File: src/rtl/serial_pkg.sv
// Shared serial-line definitions for the transmit path and the matching receiver.
package serial_pkg;

  typedef enum logic [2:0] {
    IDLE   = 3'd0,
    START  = 3'd1,
    DATA   = 3'd2,
    PARITY = 3'd3,
    STOP   = 3'd4
  } state_t;

  localparam logic LINE_IDLE = 1'b1;
  localparam logic START_BIT = 1'b0;
  localparam logic STOP_BIT  = 1'b1;

  // Counter width able to hold 0..n-1, never narrower than one bit.
  function automatic int unsigned cnt_w(input int unsigned n);
    return (n <= 1) ? 1 : $clog2(n);
  endfunction

endpackage

File: src/rtl/serial_tx_bit_timer.sv
// Per-bit cycle counter; bit_done marks the last clock of the current serial bit.
module bit_timer
  import serial_pkg::*;
#(
  parameter int unsigned CLKS_PER_BIT = 4
) (
  input  logic clk,
  input  logic reset,
  input  logic restart,
  input  logic enable,
  output logic bit_done
);

  localparam int unsigned CNT_W = cnt_w(CLKS_PER_BIT);
  localparam logic [CNT_W-1:0] LAST = CNT_W'(CLKS_PER_BIT - 1);

  logic [CNT_W-1:0] r_cnt;

  assign bit_done = enable & (r_cnt == LAST);

  always_ff @(posedge clk or negedge reset) begin
    if (!reset) begin
      r_cnt <= '0;
    end else if (restart) begin
      r_cnt <= '0;
    end else if (enable) begin
      r_cnt <= bit_done ? '0 : r_cnt + CNT_W'(1);
    end
  end

endmodule

File: src/rtl/serial_tx.sv
// Parallel-to-serial transmitter: start bit, DATA_W bits LSB-first, optional even parity, stop bit.
module serial_tx
  import serial_pkg::*;
#(
  parameter int unsigned DATA_W       = 8,
  parameter int unsigned CLKS_PER_BIT = 4,
  parameter int unsigned PARITY_EN    = 0
) (
  input  logic              clk,
  input  logic              reset,
  input  logic              tx_valid,
  input  logic [DATA_W-1:0] tx_data,
  output logic              tx_ready,
  output logic              tx_out,
  output logic              busy
);

  localparam int unsigned BIT_W = cnt_w(DATA_W + 1);
  localparam logic [BIT_W-1:0] LAST_BIT = BIT_W'(DATA_W - 1);

  state_t            r_state;
  state_t            w_state_nxt;
  logic [DATA_W-1:0] r_shift;
  logic [BIT_W-1:0]  r_bit_cnt;
  logic              r_parity;
  logic              w_accept;
  logic              w_timer_en;
  logic              w_bit_done;

  assign w_accept   = (r_state == IDLE) & tx_valid;
  assign w_timer_en = (r_state != IDLE);

  bit_timer #(
    .CLKS_PER_BIT(CLKS_PER_BIT)
  ) u_bit_timer (
    .clk     (clk),
    .reset   (reset),
    .restart (w_accept),
    .enable  (w_timer_en),
    .bit_done(w_bit_done)
  );

  always_ff @(posedge clk or negedge reset) begin
    if (!reset) begin
      r_state <= IDLE;
    end else begin
      r_state <= w_state_nxt;
    end
  end

  always_comb begin
    w_state_nxt = r_state;
    case (r_state)
      IDLE:    if (w_accept) w_state_nxt = START;
      START:   if (w_bit_done) w_state_nxt = DATA;
      DATA: begin
        if (w_bit_done && (r_bit_cnt == LAST_BIT)) begin
          w_state_nxt = (PARITY_EN != 0) ? PARITY : STOP;
        end
      end
      PARITY:  if (w_bit_done) w_state_nxt = STOP;
      STOP:    if (w_bit_done) w_state_nxt = IDLE;
      default: w_state_nxt = IDLE;
    endcase
  end

  // Word capture on accept, then shift out one bit per DATA bit boundary.
  always_ff @(posedge clk or negedge reset) begin
    if (!reset) begin
      r_shift   <= '0;
      r_bit_cnt <= '0;
      r_parity  <= 1'b0;
    end else if (w_accept) begin
      r_shift   <= tx_data;
      r_bit_cnt <= '0;
      r_parity  <= ^tx_data;
    end else if ((r_state == DATA) && w_bit_done) begin
      r_shift   <= r_shift >> 1;
      r_bit_cnt <= r_bit_cnt + BIT_W'(1);
    end
  end

  always_comb begin
    tx_out   = LINE_IDLE;
    tx_ready = 1'b0;
    busy     = 1'b1;
    case (r_state)
      IDLE: begin
        tx_ready = 1'b1;
        busy     = 1'b0;
      end
      START:   tx_out = START_BIT;
      DATA:    tx_out = r_shift[0];
      PARITY:  tx_out = r_parity;
      STOP:    tx_out = STOP_BIT;
      default: tx_out = LINE_IDLE;
    endcase
  end

endmodule

File: config.mk
export PLATFORM = sky130hd
export DESIGN_NAME = serial_tx
export DESIGN_NICKNAME = d
export VERILOG_FILES = /design/src/rtl/serial_pkg.sv /design/src/rtl/serial_tx_bit_timer.sv /design/src/rtl/serial_tx.sv
export SDC_FILE = /design/constraint.sdc
export NUM_CORES = 1
export LEC_CHECK = 0
export ABC_AREA = 1
export CELL_PAD_IN_SITES_DETAIL_PLACEMENT = 0
export CELL_PAD_IN_SITES_GLOBAL_PLACEMENT = 1
export CORE_ASPECT_RATIO = 2
export CORE_MARGIN = 1.5
export CORE_UTILIZATION = 40
export DETAILED_ROUTE_END_ITERATION = 10
export GPL_TIMING_DRIVEN = 0
export PLACE_DENSITY = 0.8
export SLEW_MARGIN = 5
export SYNTH_ARGS = -nofsm -noshare
export SYNTH_HDL_FRONTEND = slang
export SYNTH_HIERARCHICAL = 1
export SYNTH_SLANG_ARGS = --single-unit
File: constraint.sdc
create_clock -name clk -period 1.55 [get_ports clk]
set_input_delay 0.3875 -clock clk [delete_from_list [all_inputs] [get_ports clk]]
set_output_delay 0.3875 -clock clk [all_outputs]
set_load 0.01 [all_outputs]
; ---- After elaboration in Yosys (flattened, before gate mapping)
; Cells that the tools add are included.
[op_classes]
add_sub_neg = 2
mux = 16
bitwise_logic = 2
n_eq_ne = 11
reduce_logical = 8
[ops]
columns = operator, count
row1 = 8-bit 2-to-1 mux, 2
row2 = 3-bit 2-to-1 mux, 5
row3 = 3-bit one-hot mux with 5 select lines, 1
row4 = 4-bit 2-to-1 mux, 2
row5 = 2-bit by 1-bit inequality test with 1-bit output (second input constant), 4
row6 = 8-bit parity, 1
row7 = 3-bit by 2-bit == test with 1-bit output (second input constant), 2
row8 = 2-bit 2-to-1 mux, 3
row9 = 5-bit AND reduction, 1
row10 = 4-bit by 1-bit adder with 4-bit output (second input constant), 1
row11 = 4-bit by 3-bit == test with 1-bit output (second input constant), 1
row12 = 2-bit nonzero test, 2
row13 = 3-bit by 1-bit == test with 1-bit output (second input constant), 1
row14 = 3-bit == test (second input constant), 1
row15 = 3-bit zero test, 1
row16 = 1-bit one-hot mux with 3 select lines, 1
row17 = 3-bit nonzero test, 1
row18 = 2-bit by 1-bit adder with 2-bit output (second input constant), 1
row19 = 1-bit bitwise AND, 2
row20 = 2-bit == test (second input constant), 1
row21 = 1-bit logical AND, 2
row22 = 1-bit 2-to-1 mux, 2
row23 = 2-bit inequality test (second input constant), 1
[totals]
word_cells = 44
output_inout_bits = 3
inputBits = 11
register_bits = 18

; ---- Logic depth before layout (Yosys ltp)
; Gate-level depths: netlist of the first run.
[depth]
word_depth = 5
ltp_mapped = 11
depth_no_buf = 11

; ---- Modules after synthesis
; Netlist of the first run, hierarchy kept.
[by_module_without_submodules]
columns = module, cells_each, area_per_inst_um2, seq_area_each_um2, n_inst
row1 = serial_tx, 144, 1073.5, 400.4, 1
row2 = bit_timer, 15, 113.9, 50.0, 1

; ---- Worst setup path before layout of the first run
; No wires, ideal clock.
[synth_timing]
kind = reg2reg
from = register r_state[0]
to = register r_bit_cnt[3]
setup_ps = 119
path_buffers = 0
setup_slack_ps = 42
period_less_slack_ps = 1508
arrival_ps = 1389
stages_incl_launch_ff = 11
cell_sequence = dfrtp_1 inv_2 nand2_4 nor2_4 inv_1 nand2_1 inv_1 nand2_4 inv_2 a21oi_1 nor2_1
[synth_via]
elab_chain_len = 4
[synth_lines]
columns = item, line_no
row1 = start: declaration, serial_tx.sv:21  ; state_t r_state;
row2 = start signal: assignment, serial_tx.sv:47  ; r_state <= w_state_nxt;
row3 = 3-bit nonzero test, serial_tx.sv:31  ; assign w_timer_en = (r_state != IDLE);
row4 = 1-bit bitwise AND, serial_tx_bit_timer.sv:19  ; assign bit_done = enable & (r_cnt == LAST);
row5 = via w_bit_done, serial_tx.sv:28  ; logic w_bit_done;
row6 = 1-bit logical AND, serial_tx.sv:77  ; end else if ((r_state == DATA) && w_bit_done) begin
row7 = 2-bit nonzero test (no line), -
row8 = end signal: assignment, serial_tx.sv:79  ; r_bit_cnt <= r_bit_cnt + BIT_W'(1);
row9 = end: declaration, serial_tx.sv:24  ; logic [BIT_W-1:0] r_bit_cnt;
; The timed path passes the listed nets, and every way through them passes these cells.
; A chain may end at the register's enable or synchronous reset.

; ---- Worst setup path after layout of the first run
[layout_timing]
from = register r_state[1]
to = output port busy
[layout_via]
elab_chain_len = 2
[layout_lines]
columns = item, line_no
row1 = 3-bit zero test, serial_tx.sv:87  ; case (r_state)
row2 = 1-bit 2-to-1 mux, serial_tx.sv:87
row3 = end: declaration, serial_tx.sv:15  ; output logic busy
; No other way between the ends.

==> results of run 1 <==
-- tightest hold or removal path, delay by kind of cell, from the launching register on --
family,cells,cell delay [ps]
flops,1,350
simple gates,2,100
-- worst min path at each step --
stage | from | to | slack (ps) | cells after the start
finish | r_parity | r_parity | 480 | 2
floorplan | reset | r_bit_cnt[0] | 90 | 0
global placement | r_shift[7] | r_shift[7] | 470 | 2
detailed placement | r_parity | r_parity | 470 | 2
CTS | r_parity | r_parity | 490 | 2
global route | r_parity | r_parity | 520 | 2
-- sequential cells by signal, summed over array words and instances, names as in the netlist --
signal and count:
u_bit_timer/r_cnt 2, r_parity 1, r_shift 8, r_state 3, r_bit_cnt 4
-- kinds of logic (layout without fill, tap and decap cells) --
kind of cell               after synthesis  after routing
and+or+nand+nor                         90             90
buffers and inverters                   30             60
AOI/OAI and AO/OA                       18             18
DFF                                     18             18
adders and majority gates                2              2
xor gates and xnor gates                 1              1
-- layout by cell type, fill, tap and decap left out, drive strengths merged --
cell,n
a21oi,3
buf,18
clkbuf,3
clkdlybuf4s50,10
dfrtp,18
ha,2
inv,29
nand2,71
nand3,8
nand3b,1
nand4,1
nor2,8
nor3,1
o211ai,7
o21ai,8
xnor2,1
-- synthesized netlist by cell type --
cell	number	area share
a21oi_1	1	0.0042
a21oi_2	2	0.015
buf_12	1	0.017
dfrtp_1	18	0.38
ha_1	2	0.021
inv_1	22	0.070
inv_2	6	0.019
inv_4	1	0.0053
nand2_1	63	0.20
nand2_2	3	0.016
nand2_4	5	0.047
nand3_1	7	0.030
nand3_2	1	0.0084
nand3b_1	1	0.0063
nand4_1	1	0.0053
nor2_1	6	0.019
nor2_4	2	0.019
nor3_1	1	0.0042
o211ai_1	2	0.013
o211ai_2	5	0.053
o21ai_0	2	0.0084
o21ai_1	3	0.013
o21ai_2	3	0.022
xnor2_1	1	0.0074
-- metrics by stage --
| stage | TNS [ps] | power (mW) | hold slack [ps] | setup WS [ps] |
|---|---|---|---|---|
| 4_1_cts | -35.6 | 2.37 | 488 | -22.4 |
| 2_1_floorplan | 0 | 1.64 | 91.9 | 41.8 |
| 3_3_place_gp | -846 | 1.93 | 466 | -197 |
| 6_report | -22.5 | 2.60 | 482 | -16.5 |
| 5_1_grt | -170 | 2.82 | 518 | -87.5 |
| 3_5_place_dp | -1100 | 1.97 | 470 | -218 |
-- area by class of cell --
cell class,instances,area share
clock buffers,3,0.0271
multi-input cells,111,0.400
flip-flops and latches,18,0.296
well taps,29,0.0238
repair buffers,27,0.163
inverters,29,0.0763
plain buffers,1,0.0131
-- power groups by stage --
stage	combinational, mW	sequential (mW)	clock (mW)
after floorplan	0.864	0.778	0
after global placement	1.12	0.804	0
after detailed placement	1.16	0.812	0
after CTS	1.23	0.802	0.330
after global routing	1.65	0.822	0.350
final	1.48	0.798	0.322
-- layer usage --
| layer | vias up | GRT usage |
|---|---|---|
| li1 | 554 | - |
| met1 | 501 | 0.181 |
| met2 | 15 | 0.334 |
| met3 | 4 | 0.0202 |
| met4 | 0 | 0.0613 |
| met5 | - | 0 |
-- timing repair --
action | CTS | global route
resized for setup | 15 | 10
pin swaps | 3 | 3
setup endpoints to repair | 15 | 17
cloned | 0 | 0
buffers inserted | 6 | 8
==> impl_metrics.xml, run 1 <==
<?xml version="1.0" encoding="UTF-8"?>
<metrics>
  <group name="layout">
    <metric name="finish.instance_area" unit="sq mm">0.00153</metric>
    <metric name="final-instance-count-excl-fill" unit="">218</metric>
    <metric name="num-fill-cells" unit="">282</metric>
    <metric name="syn2layout_area_growth" unit="%">28.5</metric>
    <metric name="register_area" unit="sq um">452</metric>
    <metric name="share_of_the_core_filled_with_cells_in_the_final_layout" unit="">0.544</metric>
    <metric name="fraction_of_final_layout_cells_with_drive_strength_greater_than_1" unit="">0.296</metric>
    <metric name="num_antenna_cells" unit="">0</metric>
    <metric name="combined_area_of_the_multi_input_logic_cells" unit="sq um">611</metric>
    <metric name="finish.net_count" unit="">204</metric>
  </group>
  <group name="yosys">
    <metric name="fraction_of_the_mapped_netlist_area_in_compound_gates" unit="">0.128</metric>
    <metric name="yosys_warnings" unit="">6</metric>
    <metric name="ys_ff_latch" unit="">18</metric>
    <metric name="area_share_of_fa_ha_maj_cells_after_synthesis" unit="">0.0211</metric>
    <metric name="synthesis.instances" unit="">159</metric>
    <metric name="synth-xor-area-share" unit="">0.00738</metric>
    <metric name="dominant_combinational_cell_family_by_area_after_synthesis" unit="">simple AND/OR/NAND/NOR gates</metric>
    <metric name="sequential_fraction_of_the_synthesis_area" unit="">0.379</metric>
    <metric name="ys_types" unit="">24</metric>
    <metric name="synth_fp_nets" unit="">172</metric>
    <metric name="synth_area_in_simple_gates" unit="">0.354</metric>
    <metric name="syn_avg_cell_area" unit="sq um">7.47</metric>
    <metric name="netlist_area" unit="sq mm">0.00119</metric>
    <metric name="yosys-mux-area-fraction" unit="">0</metric>
  </group>
  <group name="cts">
    <metric name="cts.path.max_buffers" unit="">2</metric>
    <metric name="cts.htree.levels" unit="">1</metric>
    <metric name="worstSkewPairLatency" unit="ps">250</metric>
    <metric name="cts-buffers-inserted" unit="">3</metric>
    <metric name="cts_tree" unit="">built</metric>
    <metric name="clock_tree.root_cell" unit="">clkbuf_8</metric>
    <metric name="clk_pin_slew_worst_paths" unit="ps">70</metric>
    <metric name="post_cts_hold_buffer_count" unit="">0</metric>
    <metric name="clock-sinks" unit="">18</metric>
  </group>
  <group name="power">
    <metric name="reported_net_switching_power" unit="mW">1.05</metric>
    <metric name="p_leak" unit="nW">0.826</metric>
    <metric name="ir_worst_vdd" unit="mV">0.632</metric>
    <metric name="power.switching_fraction" unit="">0.405</metric>
    <metric name="power.combinational.fraction" unit="">0.569</metric>
    <metric name="pwr_density_cell" unit="mW/mm^2">1710</metric>
    <metric name="cellInternalPower" unit="mW">1.55</metric>
    <metric name="p_seq_frac" unit="">0.307</metric>
    <metric name="p_clk_frac" unit="">0.124</metric>
  </group>
  <group name="floorplan">
    <metric name="start_util" unit="">0.423</metric>
    <metric name="dieHeight" unit="um">80.1</metric>
    <metric name="die_area" unit="sq mm">0.00332</metric>
    <metric name="chipWidth" unit="um">41.5</metric>
    <metric name="core_area" unit="sq mm">0.00280</metric>
    <metric name="floorplan.io_pins" unit="">14</metric>
    <metric name="rows" unit="">27</metric>
  </group>
  <group name="global_routing">
    <metric name="grt_pass1_vias" unit="">1062</metric>
    <metric name="grt_use_total" unit="">0.171</metric>
    <metric name="globalRoute.totalOverflow" unit="">0</metric>
    <metric name="grt_antenna_before_repair" unit="">0</metric>
    <metric name="grt_first_pass_wirelength" unit="mm">4.44</metric>
    <metric name="grt_start_max_net_pins" unit="">19</metric>
  </group>
  <group name="route">
    <metric name="drt-met1-wl" unit="um">931</metric>
    <metric name="top_signal_layer_used" unit="">met4</metric>
    <metric name="vias_per_cell" unit="">4.93</metric>
    <metric name="drt-initial-drc-count" unit="">18</metric>
    <metric name="wire_per_inst" unit="um">11.7</metric>
    <metric name="met3RoutedLength" unit="um">49</metric>
    <metric name="number_of_iterations_in_the_first_detailed_routing_pass" unit="">4</metric>
    <metric name="met2_length" unit="mm">1.54</metric>
    <metric name="routed_wirelength" unit="mm">2.56</metric>
    <metric name="vias" unit="">1074</metric>
    <metric name="drc" unit="">0</metric>
    <metric name="final_antenna_net_count" unit="">0</metric>
  </group>
  <group name="placement">
    <metric name="post_placement_cell_count" unit="">201</metric>
    <metric name="detailed_place_hpwl" unit="mm">1.93</metric>
    <metric name="port_buffers" unit="">13</metric>
    <metric name="placement.cell_area" unit="sq mm">0.00135</metric>
    <metric name="gp_congestion" unit="">0.786</metric>
  </group>
  <group name="critical_path">
    <metric name="critical-path-slowest-cell" unit="">dfrtp_1</metric>
    <metric name="criticalPathCategory" unit="">flip-flop to output pin</metric>
    <metric name="critical-path-max-stage-delay" unit="ps">430</metric>
    <metric name="cp.depth" unit="">5</metric>
    <metric name="rr_startpoint" unit="">r_state[1]</metric>
    <metric name="list_of_cells_traversed_by_the_critical_path" unit="">inv_2 &gt; nand2_4 &gt; nor2_4 &gt; inv_4 &gt; buf_6</metric>
    <metric name="crit_path_max_fanout" unit="">4</metric>
    <metric name="rr_worst_depth" unit="">11</metric>
    <metric name="cp-startpoint" unit="">r_state[1]</metric>
    <metric name="reg2reg_to" unit="">r_shift[3]</metric>
    <metric name="setup.worst_path.start_class" unit="">flip-flop</metric>
    <metric name="cp.buffers_inverters" unit="">3</metric>
    <metric name="setup_crit_end_kind" unit="">output pin</metric>
    <metric name="r2r_slack" unit="ps">120</metric>
    <metric name="worst_path_dominant_cell_family" unit="">flip-flops</metric>
    <metric name="required" unit="ps">1160</metric>
    <metric name="worstSetupEndpoint" unit="">busy</metric>
    <metric name="worst-endpoint-arrival" unit="ps">1180</metric>
  </group>
  <group name="run">
    <metric name="maxCapViolCount" unit="">0</metric>
  </group>
  <group name="timing">
    <metric name="fmaxAchievable" unit="MHz">638</metric>
    <metric name="setup_violating_endpoint_count_in_the_final_report" unit="">2</metric>
    <metric name="worstMarginPinSlew" unit="ps">834</metric>
    <metric name="worst_clock_skew" unit="ps">6.31</metric>
    <metric name="timing.max_slew.rel_slack" unit="">0.442</metric>
    <metric name="fin_crit_sh" unit="">1.01</metric>
    <metric name="slew_viol_final" unit="">0</metric>
    <metric name="count_of_endpoints_failing_hold_in_the_final_timing_report" unit="">0</metric>
    <metric name="post-route-worst-setup-slack" unit="ps">-16.5</metric>
    <metric name="final.min_clock_period" unit="ps">1570</metric>
    <metric name="grt_setup_unrepaired" unit="">true</metric>
  </group>
  <group name="hold_path">
    <metric name="min-delay-path-class" unit="">flip-flop to flip-flop</metric>
  </group>
  <group name="outcome">
    <metric name="failed_checks" unit="">setup timing</metric>
    <metric name="outcome" unit="">complete, but fails checks</metric>
  </group>
</metrics>
Note: power is estimated with default switching activity, not from simulation.
==> run 2: changes to the inputs <==
--- a/config.mk
+++ b/config.mk
@@ -17,5 +17,4 @@
 export SLEW_MARGIN = 5
 export SYNTH_ARGS = -nofsm -noshare
 export SYNTH_HDL_FRONTEND = slang
-export SYNTH_HIERARCHICAL = 1
 export SYNTH_SLANG_ARGS = --single-unit
==> impl_metrics.xml, run 2 <==
<?xml version="1.0" encoding="UTF-8"?>
<metrics>
  <group name="global_routing">
    <metric name="grt_pass1_vias" unit="">960</metric>
    <metric name="globalRoute.totalOverflow" unit="">0</metric>
    <metric name="grt_antenna_before_repair" unit="">0</metric>
    <metric name="grt_use_total" unit="">0.180</metric>
    <metric name="grt_start_max_net_pins" unit="">19</metric>
    <metric name="grt_first_pass_wirelength" unit="mm">3.99</metric>
  </group>
  <group name="yosys">
    <metric name="syn_avg_cell_area" unit="sq um">7.88</metric>
    <metric name="synthesis.instances" unit="">144</metric>
    <metric name="ys_top_cells_by_area" unit="">dfrtp_1 (40%), nand2_1 (18%), o211ai_2 (6.6%), inv_1 (5.3%), nand2_4 (5.0%)</metric>
    <metric name="yosys_warnings" unit="">0</metric>
    <metric name="synth_area_leader_cell" unit="">dfrtp_1</metric>
    <metric name="netlist_area" unit="sq mm">0.00113</metric>
    <metric name="commonest_cells_in_the_netlist" unit="">nand2_1 (53), dfrtp_1 (18), inv_1 (16), nor2_1 (9), nand3_1 (8)</metric>
    <metric name="sequential_fraction_of_the_synthesis_area" unit="">0.397</metric>
    <metric name="yosysMostFrequentCell" unit="">nand2_1</metric>
    <metric name="synth.top_cell.area_share" unit="">0.397</metric>
    <metric name="synth_fp_nets" unit="">157</metric>
    <metric name="synth-edff-count" unit="">0</metric>
    <metric name="async_flop_share" unit="">1.00</metric>
    <metric name="ys_ff_latch" unit="">18</metric>
    <metric name="ys_types" unit="">25</metric>
    <metric name="dominantRegCellSynth" unit="">dfrtp_1</metric>
  </group>
  <group name="route">
    <metric name="number_of_iterations_in_the_first_detailed_routing_pass" unit="">4</metric>
    <metric name="drt-initial-drc-count" unit="">4</metric>
    <metric name="drc" unit="">0</metric>
    <metric name="vias" unit="">975</metric>
    <metric name="final_antenna_net_count" unit="">0</metric>
    <metric name="routed_wirelength" unit="mm">2.27</metric>
    <metric name="vias_per_cell" unit="">5.00</metric>
    <metric name="wire_per_inst" unit="um">11.7</metric>
  </group>
  <group name="layout">
    <metric name="fraction_of_final_layout_cells_with_drive_strength_greater_than_1" unit="">0.235</metric>
    <metric name="finish.net_count" unit="">181</metric>
    <metric name="finish.instance_area" unit="sq mm">0.00139</metric>
    <metric name="reg.largest.list" unit="">r_shift x8, r_bit_cnt x4, r_state x3</metric>
    <metric name="mostFrequentLayoutCells" unit="">nand2_1 (53), dfrtp_1 (17), inv_1 (15)</metric>
    <metric name="syn2layout_area_growth" unit="%">22.3</metric>
    <metric name="largest_register_ffs" unit="">8</metric>
    <metric name="share_of_the_core_filled_with_cells_in_the_final_layout" unit="">0.507</metric>
    <metric name="largest-register" unit="">r_shift</metric>
    <metric name="num_antenna_cells" unit="">0</metric>
    <metric name="layout.cells.most_common" unit="">nand2_1</metric>
  </group>
  <group name="critical_path">
    <metric name="crit_path_max_fanout" unit="">3</metric>
    <metric name="criticalPathCategory" unit="">flip-flop to output pin</metric>
    <metric name="r2r_slack" unit="ps">120</metric>
    <metric name="reg2reg_to" unit="">r_shift[6]</metric>
    <metric name="rr_startpoint" unit="">r_state[2]</metric>
    <metric name="rr_worst_depth" unit="">9</metric>
    <metric name="setup.worst_path.start_class" unit="">flip-flop</metric>
    <metric name="setup_crit_end_kind" unit="">output pin</metric>
    <metric name="required" unit="ps">1160</metric>
    <metric name="worst-endpoint-arrival" unit="ps">1140</metric>
  </group>
  <group name="placement">
    <metric name="pre_cts_ws" unit="ps">-140</metric>
    <metric name="detailed_place_hpwl" unit="mm">1.85</metric>
    <metric name="placement.cell_area" unit="sq mm">0.00130</metric>
    <metric name="gp_congestion" unit="">0.753</metric>
    <metric name="port_buffers" unit="">13</metric>
  </group>
  <group name="floorplan">
    <metric name="die_area" unit="sq mm">0.00319</metric>
    <metric name="start_util" unit="">0.415</metric>
    <metric name="rows" unit="">27</metric>
    <metric name="core_area" unit="sq mm">0.00274</metric>
    <metric name="dieHeight" unit="um">78.3</metric>
    <metric name="chipWidth" unit="um">40.7</metric>
    <metric name="floorplan.io_pins" unit="">14</metric>
  </group>
  <group name="cts">
    <metric name="clock_tree.root_cell" unit="">clkbuf_8</metric>
    <metric name="clock-sinks" unit="">18</metric>
    <metric name="worstSkewPairLatency" unit="ps">250</metric>
    <metric name="post_cts_hold_buffer_count" unit="">0</metric>
    <metric name="cts.htree.levels" unit="">1</metric>
    <metric name="cts-buffers-inserted" unit="">3</metric>
    <metric name="cts.path.max_buffers" unit="">2</metric>
    <metric name="cts_tree" unit="">built</metric>
    <metric name="clk_pin_slew_worst_paths" unit="ps">70</metric>
  </group>
  <group name="timing">
    <metric name="grt_setup_unrepaired" unit="">true</metric>
    <metric name="slew_viol_final" unit="">0</metric>
    <metric name="count_of_endpoints_failing_hold_in_the_final_timing_report" unit="">0</metric>
    <metric name="setup_violating_endpoint_count_in_the_final_report" unit="">0</metric>
    <metric name="final.min_clock_period" unit="ps">1530</metric>
    <metric name="fmaxAchievable" unit="MHz">653</metric>
    <metric name="worst_clock_skew" unit="ps">5.70</metric>
    <metric name="fin_crit_sh" unit="">0.988</metric>
    <metric name="timing.max_slew.rel_slack" unit="">0.455</metric>
    <metric name="worstMarginPinSlew" unit="ps">815</metric>
    <metric name="post-route-worst-setup-slack" unit="ps">19.0</metric>
  </group>
  <group name="hold_path">
    <metric name="worst_hold_path.num_cells" unit="">1</metric>
    <metric name="min-delay-path-class" unit="">flip-flop to flip-flop</metric>
    <metric name="hold_path_end" unit="">u_bit_timer.r_cnt[0]</metric>
    <metric name="min_from" unit="">u_bit_timer.r_cnt[0]</metric>
  </group>
  <group name="outcome">
    <metric name="outcome" unit="">complete, no violations</metric>
  </group>
  <group name="power">
    <metric name="fin_total_pwr" unit="mW">0.877</metric>
    <metric name="ir_worst_vdd" unit="mV">0.341</metric>
    <metric name="p_leak" unit="nW">0.771</metric>
    <metric name="pwr_density_cell" unit="mW/mm^2">632</metric>
  </group>
  <group name="run">
    <metric name="maxCapViolCount" unit="">0</metric>
  </group>
</metrics>
==> run 2: kinds of logic (layout without fill, tap and decap cells) <==
logic type                 count (synthesis)  in the layout  synth area share
DFF                                       18             18             0.397
and+or+nand+nor                           82             82             0.347
adders and majority gates                  2              2            0.0220
buffers and inverters                     23             45            0.0970
AOI/OAI and AO/OA                         17             17             0.121
xor gates and xnor gates                   2              2            0.0154
==> run 2: layer usage <==
metal / GRT usage / up-vias / share of wire
met3: 0.0254 / 2 / 0.035
li1: - / 498 / -
met1: 0.193 / 455 / 0.35
met4: 0.0600 / 0 / 0.0075
met5: 0 / - / 0
met2: 0.325 / 20 / 0.60
==> run 2: worst max-delay path: stages (launching register included) <==
cell and delay (ps):
dfrtp_1 410, inv_2 110, nand2_4 50, a21oi_2 100, a21oi_1 70, buf_2 140
==> run 2: final cells by class <==
cell class	count	area, sq um
plain buffers	1	20.0
repair buffers	19	160
well taps	29	36.3
clock buffers	3	41.3
fillers	271	1350
flip-flops and latches	18	452
inverters	22	90.1
multi-input cells	103	588
==> run 2: worst max-delay path by stage <==
stage | cells after the start | to | startpoint | slack, ps
6_report | 5 | tx_out | r_state[2] | 20
3_5_place_dp | 5 | tx_out | r_state[2] | -140
3_3_place_gp | 4 | tx_ready | r_state[0] | -130
2_1_floorplan | 7 | r_shift[1] | r_state[0] | 330
4_1_cts | 5 | tx_out | r_state[2] | -8
5_1_grt | 5 | tx_out | r_state[2] | -40
==> run 2: through the flow <==
step | hold slack (ps) | setup TNS (ps) | cells
6_report | 486 | 0 | 195
5_1_grt | 499 | -35.7 | 195
4_1_cts | 482 | -8.17 | 193
3_5_place_dp | 471 | -399 | 186
3_3_place_gp | 471 | -291 | 186
2_1_floorplan | 91.9 | 0 | 144
==> run 2: what timing repair did <==
action / in CTS / in global routing
gates resized for setup: 11 / 5
pin swaps: 0 / 1
cloned: 0 / 0
setup endpoints to repair: 3 / 3
buffers inserted: 4 / 2
==> run 2: report_power, final <==
part | internal [mW] | switching [mW]
clock network | 0.172 | 0.150
registers | 0.470 | 0
logic | 0.0376 | 0.0473
==> run 3: changes to the inputs <==
--- a/config.mk
+++ b/config.mk
@@ -6,6 +6,7 @@
 export NUM_CORES = 1
 export LEC_CHECK = 0
 export ABC_AREA = 1
+export ABC_CLOCK_PERIOD_IN_PS = 1500
 export CELL_PAD_IN_SITES_DETAIL_PLACEMENT = 0
 export CELL_PAD_IN_SITES_GLOBAL_PLACEMENT = 1
 export CORE_ASPECT_RATIO = 2
@@ -14,6 +15,7 @@
 export DETAILED_ROUTE_END_ITERATION = 10
 export GPL_TIMING_DRIVEN = 0
 export PLACE_DENSITY = 0.8
+export SKIP_CTS_REPAIR_TIMING = 1
 export SLEW_MARGIN = 5
 export SYNTH_ARGS = -nofsm -noshare
 export SYNTH_HDL_FRONTEND = slang
==> constraint.sdc (replaced) <==
create_clock -name clk -period 1.5 [get_ports clk]
set_input_delay 0.375 -clock clk [delete_from_list [all_inputs] [get_ports clk]]
set_output_delay 0.375 -clock clk [all_outputs]
set_load 0.01 [all_outputs]
==> impl_metrics.xml, run 3 (synthesis results as in run 2) <==
<?xml version="1.0" encoding="UTF-8"?>
<metrics>
  <group name="outcome">
    <metric name="outcome" unit="">complete, but fails checks</metric>
    <metric name="failed_checks" unit="">setup timing</metric>
  </group>
  <group name="floorplan">
    <metric name="core_area" unit="sq mm">0.00274</metric>
    <metric name="die_area" unit="sq mm">0.00319</metric>
    <metric name="start_util" unit="">0.415</metric>
    <metric name="rows" unit="">27</metric>
    <metric name="chipWidth" unit="um">40.7</metric>
    <metric name="floorplan.io_pins" unit="">14</metric>
    <metric name="dieHeight" unit="um">78.3</metric>
  </group>
  <group name="global_routing">
    <metric name="grt_antenna_before_repair" unit="">0</metric>
    <metric name="globalRoute.totalOverflow" unit="">0</metric>
    <metric name="grt_start_max_net_pins" unit="">19</metric>
    <metric name="grt_pass1_vias" unit="">960</metric>
    <metric name="grt_use_total" unit="">0.177</metric>
    <metric name="grt_first_pass_wirelength" unit="mm">3.94</metric>
  </group>
  <group name="run">
    <metric name="maxCapViolCount" unit="">0</metric>
  </group>
  <group name="critical_path">
    <metric name="required" unit="ps">1120</metric>
    <metric name="rr_worst_depth" unit="">8</metric>
    <metric name="crit_path_max_fanout" unit="">3</metric>
    <metric name="setup_crit_end_kind" unit="">output pin</metric>
    <metric name="r2r_slack" unit="ps">60</metric>
    <metric name="reg2reg_to" unit="">r_shift[6]</metric>
    <metric name="rr_startpoint" unit="">r_state[0]</metric>
    <metric name="worst-endpoint-arrival" unit="ps">1130</metric>
    <metric name="setup.worst_path.start_class" unit="">flip-flop</metric>
    <metric name="criticalPathCategory" unit="">flip-flop to output pin</metric>
  </group>
  <group name="cts">
    <metric name="cts-buffers-inserted" unit="">3</metric>
    <metric name="cts.htree.levels" unit="">1</metric>
    <metric name="worstSkewPairLatency" unit="ps">250</metric>
    <metric name="clk_pin_slew_worst_paths" unit="ps">60</metric>
    <metric name="clock_tree.root_cell" unit="">clkbuf_8</metric>
    <metric name="clock-sinks" unit="">18</metric>
    <metric name="cts_tree" unit="">built</metric>
    <metric name="cts.path.max_buffers" unit="">2</metric>
  </group>
  <group name="route">
    <metric name="final_antenna_net_count" unit="">0</metric>
    <metric name="routed_wirelength" unit="mm">2.29</metric>
    <metric name="drt-initial-drc-count" unit="">10</metric>
    <metric name="drc" unit="">0</metric>
    <metric name="number_of_iterations_in_the_first_detailed_routing_pass" unit="">4</metric>
    <metric name="vias" unit="">953</metric>
    <metric name="vias_per_cell" unit="">4.96</metric>
    <metric name="wire_per_inst" unit="um">11.9</metric>
  </group>
  <group name="timing">
    <metric name="worstMarginPinSlew" unit="ps">862</metric>
    <metric name="slew_viol_final" unit="">0</metric>
    <metric name="fin_crit_sh" unit="">1.00</metric>
    <metric name="fmaxAchievable" unit="MHz">665</metric>
    <metric name="worst_clock_skew" unit="ps">2.35</metric>
    <metric name="post-route-worst-setup-slack" unit="ps">-3.69</metric>
    <metric name="timing.max_slew.rel_slack" unit="">0.424</metric>
    <metric name="grt_setup_unrepaired" unit="">true</metric>
    <metric name="setup_violating_endpoint_count_in_the_final_report" unit="">1</metric>
    <metric name="count_of_endpoints_failing_hold_in_the_final_timing_report" unit="">0</metric>
    <metric name="final.min_clock_period" unit="ps">1500</metric>
  </group>
  <group name="power">
    <metric name="power.combinational.fraction" unit="">0.098</metric>
    <metric name="p_leak" unit="nW">0.743</metric>
    <metric name="power.switching_fraction" unit="">0.219</metric>
    <metric name="p_clk_frac" unit="">0.362</metric>
    <metric name="p_seq_frac" unit="">0.540</metric>
    <metric name="reported_net_switching_power" unit="mW">0.197</metric>
    <metric name="cellInternalPower" unit="mW">0.702</metric>
    <metric name="ir_worst_vdd" unit="mV">0.352</metric>
    <metric name="pwr_density_cell" unit="mW/mm^2">655</metric>
  </group>
  <group name="layout">
    <metric name="reg.largest.list" unit="">r_shift x8, r_bit_cnt x4, r_state x3</metric>
    <metric name="share_of_the_core_filled_with_cells_in_the_final_layout" unit="">0.502</metric>
    <metric name="syn2layout_area_growth" unit="%">21.1</metric>
    <metric name="final-instance-count-excl-fill" unit="">192</metric>
    <metric name="fraction_of_final_layout_cells_with_drive_strength_greater_than_1" unit="">0.215</metric>
    <metric name="num-fill-cells" unit="">272</metric>
    <metric name="layout.cells.most_common" unit="">nand2_1</metric>
    <metric name="mostFrequentLayoutCells" unit="">nand2_1 (53), dfrtp_1 (17), inv_1 (15)</metric>
    <metric name="finish.net_count" unit="">178</metric>
    <metric name="num_antenna_cells" unit="">0</metric>
    <metric name="largest_register_ffs" unit="">8</metric>
    <metric name="largest-register" unit="">r_shift</metric>
  </group>
  <group name="hold_path">
    <metric name="min-delay-path-class" unit="">flip-flop to flip-flop</metric>
    <metric name="worst_hold_path.num_cells" unit="">1</metric>
    <metric name="min_from" unit="">u_bit_timer.r_cnt[0]</metric>
    <metric name="hold_path_end" unit="">u_bit_timer.r_cnt[0]</metric>
  </group>
  <group name="placement">
    <metric name="pre_cts_ws" unit="ps">-178</metric>
    <metric name="gp_congestion" unit="">0.753</metric>
    <metric name="port_buffers" unit="">13</metric>
    <metric name="detailed_place_hpwl" unit="mm">1.85</metric>
    <metric name="post_placement_cell_count" unit="">186</metric>
  </group>
</metrics>
==> run 3: cell count changes in the layout (fill, tap and decap cells not counted), sizes merged <==
cell          delta
dlymetal6s2s     +1
buf              -4
==> run 3: worst max path at each step <==
stage          startpoint    endpoint  slack (ps)
3_3_place_gp   r_state[0]    tx_ready        -160
3_5_place_dp   r_state[2]      tx_out        -180
6_report       r_state[2]      tx_out          -4
5_1_grt        r_state[2]      tx_out         -70
2_1_floorplan  r_state[0]  r_shift[1]         280
4_1_cts        r_state[2]      tx_out        -450
==> run 3: cell type report <==
cell class | instances | area, sq um | area share
Multi-Input combinational cell | 103 | 583 | 0.424
Sequential cell | 18 | 452 | 0.329
Timing Repair Buffer | 16 | 151 | 0.110
Inverter | 22 | 90.1 | 0.0656
Clock buffer | 3 | 41.3 | 0.0301
Tap cell | 29 | 36.3 | 0.0264
Buffer | 1 | 20.0 | 0.0146
==> run 3: worst max-delay path, stage by stage (launching register included) <==
cell      delay [ps]
dfrtp_1          410
inv_2            100
nand2_2           80
a21oi_2          100
a21oi_1           70
clkbuf_2         130
==> run 3: routing by layer <==
metal,global-route usage,up-vias,part of all wire
li1,-,490,-
met1,0.185,444,0.36
met2,0.324,17,0.61
met3,0.0254,2,0.030
met4,0.0600,0,0.0074
met5,0,-,0
==> run 3: metrics by stage <==
step | total power, mW | hold slack [ps] | TNS, ps | instance area, sq um
after floorplan | 0.532 | 79.4 | 0 | 1130
after global placement | 0.580 | 471 | -492 | 1300
after CTS | 0.914 | 482 | -1210 | 1340
after detailed placement | 0.584 | 471 | -639 | 1300
after global routing | 0.944 | 499 | -131 | 1370
final | 0.899 | 483 | -3.69 | 1370
==> run 3: power by group through the flow <==
stage          Combinational, mW  Sequential, mW  Clock (mW)
2_1_floorplan             0.0370           0.495           0
3_3_place_gp              0.0853           0.494           0
3_5_place_dp              0.0898           0.494           0
4_1_cts                   0.0901           0.485       0.338
5_1_grt                    0.103           0.485       0.356
6_report                  0.0882           0.485       0.326
